<file path="config.mk">
export PLATFORM = sky130hd
export DESIGN_NAME = multicycle_control
export DESIGN_NICKNAME = d
export VERILOG_FILES = /design/src/rtl/multicycle_control.sv
export SDC_FILE = /design/constraint.sdc
export NUM_CORES = 1
export LEC_CHECK = 0
export CORE_ASPECT_RATIO = 0.7
export CORE_MARGIN = 8
export CORE_UTILIZATION = 41
export CTS_BUF_LIST = sky130_fd_sc_hd__clkbuf_8
export CTS_CLUSTER_DIAMETER = 100
export DETAILED_ROUTE_END_ITERATION = 16
export GPL_ROUTABILITY_DRIVEN = 0
export PLACE_DENSITY = 0.77
export SYNTH_ARGS = -nofsm -noshare
export SYNTH_HDL_FRONTEND = slang
export SYNTH_SLANG_ARGS = --single-unit
</file>
<file path="constraint.sdc">
create_clock -name clk -period 1.6 [get_ports clk]
set_input_delay 0.4 -clock clk [delete_from_list [all_inputs] [get_ports clk]]
set_output_delay 0.4 -clock clk [all_outputs]
set_load 0.01 [all_outputs]
</file>
<file path="src/rtl/multicycle_control.sv">
// Multi-cycle MIPS control FSM: sequences fetch/decode/execute/memory/writeback
// and drives datapath control, with a memory ready/timeout handshake.
module multicycle_control #(
  parameter int unsigned OP_WIDTH    = 6,
  parameter int unsigned ALUOP_WIDTH = 3,
  parameter bit          MEM_WAIT_EN = 1'b1,
  parameter int unsigned MEM_TIMEOUT = 15
) (
  input  logic                   clk,
  input  logic                   reset,
  input  logic [OP_WIDTH-1:0]    OP,
  input  logic                   mem_ready,
  output logic                   IorD,
  output logic                   MemRead,
  output logic                   MemWrite,
  output logic                   IRWrite,
  output logic                   PCWrite,
  output logic                   BranchEQ,
  output logic                   BranchNE,
  output logic [1:0]             PCSource,
  output logic                   ALUSrcA,
  output logic [1:0]             ALUSrcB,
  output logic [ALUOP_WIDTH-1:0] ALUOp,
  output logic                   RegDst,
  output logic                   MemtoReg,
  output logic                   RegWrite,
  output logic                   instr_done,
  output logic                   illegal_op,
  output logic                   mem_fault,
  output logic [3:0]             state
);

  localparam int unsigned CntW = (MEM_TIMEOUT < 1) ? 1 : $clog2(MEM_TIMEOUT + 1);

  localparam logic [OP_WIDTH-1:0] OpRtype = OP_WIDTH'(6'h00);
  localparam logic [OP_WIDTH-1:0] OpJ     = OP_WIDTH'(6'h02);
  localparam logic [OP_WIDTH-1:0] OpBeq   = OP_WIDTH'(6'h04);
  localparam logic [OP_WIDTH-1:0] OpBne   = OP_WIDTH'(6'h05);
  localparam logic [OP_WIDTH-1:0] OpAddi  = OP_WIDTH'(6'h08);
  localparam logic [OP_WIDTH-1:0] OpOri   = OP_WIDTH'(6'h0D);
  localparam logic [OP_WIDTH-1:0] OpLw    = OP_WIDTH'(6'h23);
  localparam logic [OP_WIDTH-1:0] OpSw    = OP_WIDTH'(6'h2B);

  localparam logic [ALUOP_WIDTH-1:0] AluAdd  = ALUOP_WIDTH'(3'b000);
  localparam logic [ALUOP_WIDTH-1:0] AluSub  = ALUOP_WIDTH'(3'b001);
  localparam logic [ALUOP_WIDTH-1:0] AluOr   = ALUOP_WIDTH'(3'b101);
  localparam logic [ALUOP_WIDTH-1:0] AluAddi = ALUOP_WIDTH'(3'b110);
  localparam logic [ALUOP_WIDTH-1:0] AluFunc = ALUOP_WIDTH'(3'b111);

  typedef enum logic [3:0] {
    StFetch, StDecode, StMemAdr, StMemRd, StMemWb, StMemWr,
    StRtExe, StRtWb, StIExe, StIWb, StBranch, StJump
  } state_e;

  state_e          state_q, state_d;
  logic [CntW-1:0] wait_cnt_q, wait_cnt_d;
  logic            ready;
  logic            in_mem_state;

  // With waiting disabled every memory access completes in its first cycle.
  assign ready = MEM_WAIT_EN ? mem_ready : 1'b1;

  always_ff @(posedge clk) begin
    if (reset) begin
      state_q    <= StFetch;
      wait_cnt_q <= '0;
    end else begin
      state_q    <= state_d;
      wait_cnt_q <= wait_cnt_d;
    end
  end

  always_comb begin
    state_d      = state_q;
    wait_cnt_d   = '0;
    in_mem_state = 1'b0;
    IorD         = 1'b0;
    MemRead      = 1'b0;
    MemWrite     = 1'b0;
    IRWrite      = 1'b0;
    PCWrite      = 1'b0;
    BranchEQ     = 1'b0;
    BranchNE     = 1'b0;
    PCSource     = 2'b00;
    ALUSrcA      = 1'b0;
    ALUSrcB      = 2'b00;
    ALUOp        = AluAdd;
    RegDst       = 1'b0;
    MemtoReg     = 1'b0;
    RegWrite     = 1'b0;
    instr_done   = 1'b0;
    illegal_op   = 1'b0;
    mem_fault    = 1'b0;
    state        = reset ? 4'd0 : state_q;

    // Reset forces every output low, so nothing is written in a reset cycle.
    if (!reset) begin
      unique case (state_q)
        StFetch: begin
          in_mem_state = 1'b1;
          MemRead      = 1'b1;
          ALUSrcB      = 2'b01;
          if (ready) begin
            IRWrite = 1'b1;
            PCWrite = 1'b1;
            state_d = StDecode;
          end
        end
        StDecode: begin
          ALUSrcB = 2'b11;
          case (OP)
            OpRtype:       state_d = StRtExe;
            OpAddi, OpOri: state_d = StIExe;
            OpLw, OpSw:    state_d = StMemAdr;
            OpBeq, OpBne:  state_d = StBranch;
            OpJ:           state_d = StJump;
            default: begin
              illegal_op = 1'b1;
              state_d    = StFetch;
            end
          endcase
        end
        StMemAdr: begin
          ALUSrcA = 1'b1;
          ALUSrcB = 2'b10;
          state_d = (OP == OpSw) ? StMemWr : StMemRd;
        end
        StMemRd: begin
          in_mem_state = 1'b1;
          IorD         = 1'b1;
          MemRead      = 1'b1;
          if (ready) state_d = StMemWb;
        end
        StMemWb: begin
          MemtoReg   = 1'b1;
          RegWrite   = 1'b1;
          instr_done = 1'b1;
          state_d    = StFetch;
        end
        StMemWr: begin
          in_mem_state = 1'b1;
          IorD         = 1'b1;
          MemWrite     = 1'b1;
          if (ready) begin
            instr_done = 1'b1;
            state_d    = StFetch;
          end
        end
        StRtExe: begin
          ALUSrcA = 1'b1;
          ALUOp   = AluFunc;
          state_d = StRtWb;
        end
        StRtWb: begin
          RegDst     = 1'b1;
          RegWrite   = 1'b1;
          instr_done = 1'b1;
          state_d    = StFetch;
        end
        StIExe: begin
          ALUSrcA = 1'b1;
          ALUSrcB = 2'b10;
          ALUOp   = (OP == OpOri) ? AluOr : AluAddi;
          state_d = StIWb;
        end
        StIWb: begin
          RegWrite   = 1'b1;
          instr_done = 1'b1;
          state_d    = StFetch;
        end
        StBranch: begin
          ALUSrcA    = 1'b1;
          ALUOp      = AluSub;
          PCSource   = 2'b01;
          BranchEQ   = (OP == OpBeq);
          BranchNE   = (OP == OpBne);
          instr_done = 1'b1;
          state_d    = StFetch;
        end
        StJump: begin
          PCSource   = 2'b10;
          PCWrite    = 1'b1;
          instr_done = 1'b1;
          state_d    = StFetch;
        end
        default: state_d = StFetch;
      endcase

      // Stalled memory access: count the wait, or give up and refetch.
      if (in_mem_state && !ready) begin
        if (wait_cnt_q == CntW'(MEM_TIMEOUT)) begin
          mem_fault = 1'b1;
          state_d   = StFetch;
        end else begin
          wait_cnt_d = wait_cnt_q + CntW'(1);
        end
      end
    end
  end

endmodule

</file>
Yosys cells after proc, flatten, opt, wreduce, memory -nomap -nowiden

Cells that the tools add are included.
Widths: inputs -> output; s select.

Muxes and demuxes: 49
Add/sub/neg operators: 1
Eq/ne operators: 19
Reductions and logical operators: 16
Bitwise logic cells: 1

Operator list:

| operator            | number |
|---|---|
| $mux 1              | 31 |
| $pmux 4 s7          | 1 |
| $mux 4              | 6 |
| $eq 4x4->1 const B  | 5 |
| $pmux 4 s5          | 1 |
| $eq 4x3->1 const B  | 4 |
| $eq 6x3->1 const B  | 2 |
| $eq 6x4->1 const B  | 2 |
| $eq 6x6->1 const B  | 2 |
| $reduce_or 2->1     | 6 |
| $pmux 3 s3          | 1 |
| $reduce_or 3->1     | 3 |
| $eq 4x2->1 const B  | 2 |
| $reduce_or 8->1     | 1 |
| $eq 6x2->1 const B  | 1 |
| $logic_not 6->1     | 1 |
| $mux 2              | 3 |
| $mux 3              | 2 |
| $pmux 2 s3          | 1 |
| $reduce_or 5->1     | 1 |
| $add 4x1->4 const B | 1 |
| $eq 4x1->1 const B  | 1 |
| $logic_not 4->1     | 1 |
| $pmux 1 s2          | 2 |
| 5 further kinds     | 5 |

Flip-flop bits (word level): 8
Input bits: 9
Output and inout bits: 25
Logic and storage cells: 88

Depth between registers and ports, before layout

Depth after elaboration: 7
Gate-level depth with buffers: 6
Depth with buffers taken out: 5

Worst setup path after synthesis

No wires, ideal clock.

Path type: input to output
Start: input mem_ready
End: output instr_done
Required time: 1.200 ns
Buffers on the path: 1
Slack: -0.257 ns
Arrival: 1.457 ns
Stages on the path: 5
Cell sequence: clkbuf_1 -> inv_1 -> nand2_1 -> a21oi_1 -> a2111oi_0

Cells in the longest elaborated chain, start to end: 3

Ends and longest elaborated chain:

| element     | RTL line | RTL |
|---|---|---|
| from (decl) | 12       | `input logic mem_ready,` |
| $mux 1      | 144      | `if (ready) begin` |
| $pmux 1 s2  | 98       | `unique case (state_q)` |
| $mux 1      | 97       | `if (!reset) begin` |
| to (decl)   | 27       | `output logic instr_done,` |

Every way passes these cells.

Worst setup path after layout

Start: register state_q[1]
End: output mem_fault

Cells in the longest elaborated chain, start to end: 7
Elaborated cells between the ends (all ways): 9

Ends and longest elaborated chain:

| element                              | RTL line | RTL |
|---|---|---|
| from (decl)                          | 55       | `state_e state_q, state_d;` |
| from (signal assigned)               | 65       | `state_q <= StFetch;` |
| from (signal assigned)               | 68       | `state_q <= state_d;` |
| $eq 4x3->1 (tied with other cells)   | 98       |  |
| $reduce_or 3->1 (no source line) (*) | n/a      |  |
| $mux 1 (*)                           | 98       |  |
| $mux 1 (*)                           | 97       |  |
| $logic_and 1x1->1 (*)                | 190      | `if (in_mem_state && !ready) begin` |
| $mux 1 (*)                           | 190      |  |
| $mux 1 (*)                           | 97       |  |
| to (decl)                            | 29       | `output logic mem_fault,` |

Mark *: on every way between the ends. The rest lies on a longest branch, timed or not. The select of a mux whose other input is x is not followed.

==> impl_results.rst <==
.. list-table::
   :header-rows: 1

   * - Metric
     - Value
   * - Diodes inserted
     - 0
   * - Via count of the first global-routing pass
     - 1395
   * - Bufs on Longest Clock Path
     - 2
   * - Total clock buffers created by CTS
     - 3
   * - Area of the core
     - 2102 µm²
   * - Worst Setup Slack post-DPL
     - -946.7 ps
   * - Maximum clock frequency
     - 497.6 MHz
   * - Yosys warnings
     - 0
   * - Port Buffers
     - 33
   * - Top_reg_cell synth
     - dfxtp_1
   * - Cell Rows
     - 14
   * - Top cell type's share of synthesized area
     - 17.98%
   * - Number of hold violations in the final report
     - 0
   * - Slew at the pin closest to its max-slew limit
     - 416.6 ps
   * - Setup WS post-layout
     - -409.5 ps
   * - Latest clock arrival within the worst-skew pair
     - 240 ps
   * - Violations in the final reports
     - setup timing
   * - Remaining routing DRC violations
     - 0
   * - Ratio of total power to cell area
     - 393.3 nW/µm²
   * - Average wire length per cell after detail routing
     - 27.70 µm
   * - HP Start
     - wait_cnt_q[0]
   * - Clk pin slew, worst setup/hold paths
     - 50 ps
   * - Worst slew margin relative to its limit
     - 71.99%
   * - Hpwl dp
     - 2628 µm
   * - Global-route wire length before repair
     - 7196 µm
   * - Total wirelength of the detailed-routed design
     - 6647 µm
   * - Crit path arrival time
     - 1610 ps
   * - Worst ir drop on vdd
     - 539.3 µV
   * - Beginning of the worst register-to-register path
     - wait_cnt_q[1]
   * - Sum of negative setup slack
     - -6110 ps
   * - Clock tree from TritonCTS
     - yes
   * - Max-cap violation count
     - 0
   * - Synth-to-layout area growth
     - 130.3%
   * - Final critical-path share of the clock period
     - 125.6%
   * - Fraction of synthesis flops using an asynchronous set or reset pin
     - 0%
   * - Post-synth EDFFs
     - 0
   * - End-of-flow core utilization
     - 97.62%
   * - Final setup violating endpoints
     - 28
   * - Total iterations of the first detailed-routing run
     - 5
   * - Run status
     - complete, but fails checks
   * - Clk_skew
     - 4.647 ps
   * - Synthesized area
     - 890.9 µm²
   * - Layout cell share with drive strength beyond 1
     - 69.91%
   * - Violation count after the first detailed-route iteration
     - 195
   * - Clock period minus final worst setup slack
     - 2010 ps
   * - Clock root cell
     - clkbuf_8
   * - Total number of vias
     - 1658
   * - Crit-path max FO
     - 4
   * - Leak Pwr
     - 0.9289 nW
   * - Post-Syn Nets
     - 137
   * - Height of the die
     - 55 µm
   * - Required arrival time at the worst endpoint
     - 1200 ps
   * - Initial antenna violation count
     - 0
   * - Pin count of the biggest net entering global routing
     - 10
   * - Crit path launch
     - state_q[1]
   * - Gr ovfl total
     - 0
   * - Number of distinct standard cells referenced by the synthesized netlist
     - 47
   * - Die area
     - 3944 µm²
   * - Series of cell instances along the critical path
     - xnor2_2 -> mux2i_1 -> or4_4 -> nor2_4 -> buf_6
   * - Average size of a mapped cell
     - 7.015 µm²
   * - Clock sink count
     - 8
   * - Most area-consuming cells after synthesis
     - dfxtp_1, nor2_1, and3_1
   * - Unrepaired setup endpoints after global routing
     - yes
   * - Max-slew violation total from the final report
     - 0
   * - Effective utilization at floorplan
     - 42.38%
   * - Number of instances in the synthesized netlist
     - 127
   * - Die width
     - 71.72 µm
   * - Critical Path Start Type
     - flip-flop
   * - All-Layer GR Usage
     - 23.68%
   * - Seq/Total Area, Yosys
     - 17.98%
   * - Path type of the worst min-delay path
     - reg -> reg
   * - Number of flip-flops and latches in the synthesized netlist
     - 8
   * - Delay of the slowest cell on the worst path
     - 460 ps
   * - Critical setup path kind
     - reg -> out
   * - CTS Hold Buffers Added
     - 0
   * - Leading area contributor after synthesis
     - dfxtp_1
   * - Final net count
     - 227
   * - Antenna-violating nets left
     - 0
   * - Number of levels the H-tree was split into
     - 1
   * - Kind of capture point of the worst setup path
     - output port
   * - Via count normalized by instance count
     - 6.908
   * - Critical Path Slowest Stage Cell
     - or4_4
   * - IO Pins
     - 34
-- cells in the mapped netlist, drive strengths merged, types with 2 or more instances --
| cell | n |
|---|---|
| nand4 | 2 |
| xor2 | 2 |
| nand3 | 6 |
| nor2b | 6 |
| or2 | 3 |
| or4 | 2 |
| buf | 6 |
| and3 | 6 |
| dfxtp | 8 |
| nor2 | 15 |
| a21oi | 6 |
| o21ai | 8 |
| inv | 6 |
| nor4 | 2 |
| clkbuf | 3 |
| nand2b | 5 |
| xnor2 | 4 |
| nor3 | 8 |
| nor3b | 2 |
| a31oi | 2 |
| nand2 | 7 |
-- final timing paths --
check        depth (start not counted)       endpoint  slack [ps]
max                                  5      mem_fault        -410
max reg2reg                          6     state_q[0]        -240
min reg2reg                          2  wait_cnt_q[0]         580
min                                  2  wait_cnt_q[0]         580
-- where the power goes --
| group | leakage [nW] | internal [mW] | switching [mW] |
|---|---|---|---|
| registers | 0.0677 | 0.202 | 0.00736 |
| clock network | 0.0269 | 0.168 | 0.106 |
| logic | 0.834 | 0.155 | 0.169 |
| total | 0.929 | 0.525 | 0.282 |
-- flip-flops by register name (all words and copies together), names as in the netlist --
signal,flops
state_q,4
wait_cnt_q,4
-- kinds of logic after synthesis --
kind of cell | after synthesis | share of synthesized area (%)
AOI/OAI and AO/OA | 28 | 20.37
buffers and inverters | 15 | 7.864
DFF | 8 | 17.98
xor gates and xnor gates | 6 | 5.899
and+or+nand+nor | 68 | 45.37
adders and majority gates | 1 | 1.404
muxes | 1 | 1.124
-- critical path, delay by kind of cell, from the launching register on --
family | cells | cell delay (ps)
xor gates and xnor gates | 1 | 190
buffers and inverters | 1 | 110
DFF | 1 | 380
muxes | 1 | 110
and+or+nand+nor | 2 | 580
-- routing by layer --
metal,vias to the layer above,global-route usage (%),share of wire [%]
met5,-,0,0
met4,0,6.734,8.8
met3,74,7.014,13
met2,189,46.99,44
met1,755,24.44,34
li1,640,-,-
-- layout by cell type (no fill, tap or decap), drive strengths merged, types with 2 or more instances in the layout --
master,n
nor3b,2
inv,7
dfxtp,8
dlygate4sd2,2
xnor2,4
or2,3
xor2,2
nor3,8
nor2,15
a31oi,2
and3,6
nand2b,5
a21oi,6
clkdlybuf4s15,3
nand3,6
buf,84
nor4,2
clkbuf,7
o21ai,8
nand4,2
nand2,7
or4,2
nor2b,6
-- area by class of cell --
type / count / area [µm²]
multi-input cells: 104 / 970.9
repair buffers: 94 / 810.8
flip-flops and latches: 8 / 172.7
fillers: 30 / 50.05
clock buffers: 3 / 41.29
well taps: 24 / 30.03
inverters: 6 / 22.52
clock inverters: 1 / 3.754
-- repair_timing --
action                                  4_1_cts  5_1_grt
resized for setup                           162       49
pin swaps                                    23       28
setup buffers                                14       10
endpoints found under the setup margin       30       28
hold endpoints to repair                      0        0
-- metrics by stage --
step	instance area (µm²)	power [mW]	std cells	hold slack [ps]
final	2052	0.8070	240	576.4
after global routing	2052	0.8261	240	589.3
after CTS	1814	0.7106	233	539.5
after detailed placement	1553	0.4240	216	534.1
after global placement	1553	0.4156	216	503.8
after floorplan	944.7	0.3072	127	438.9
(Power assumes the default switching activity.)
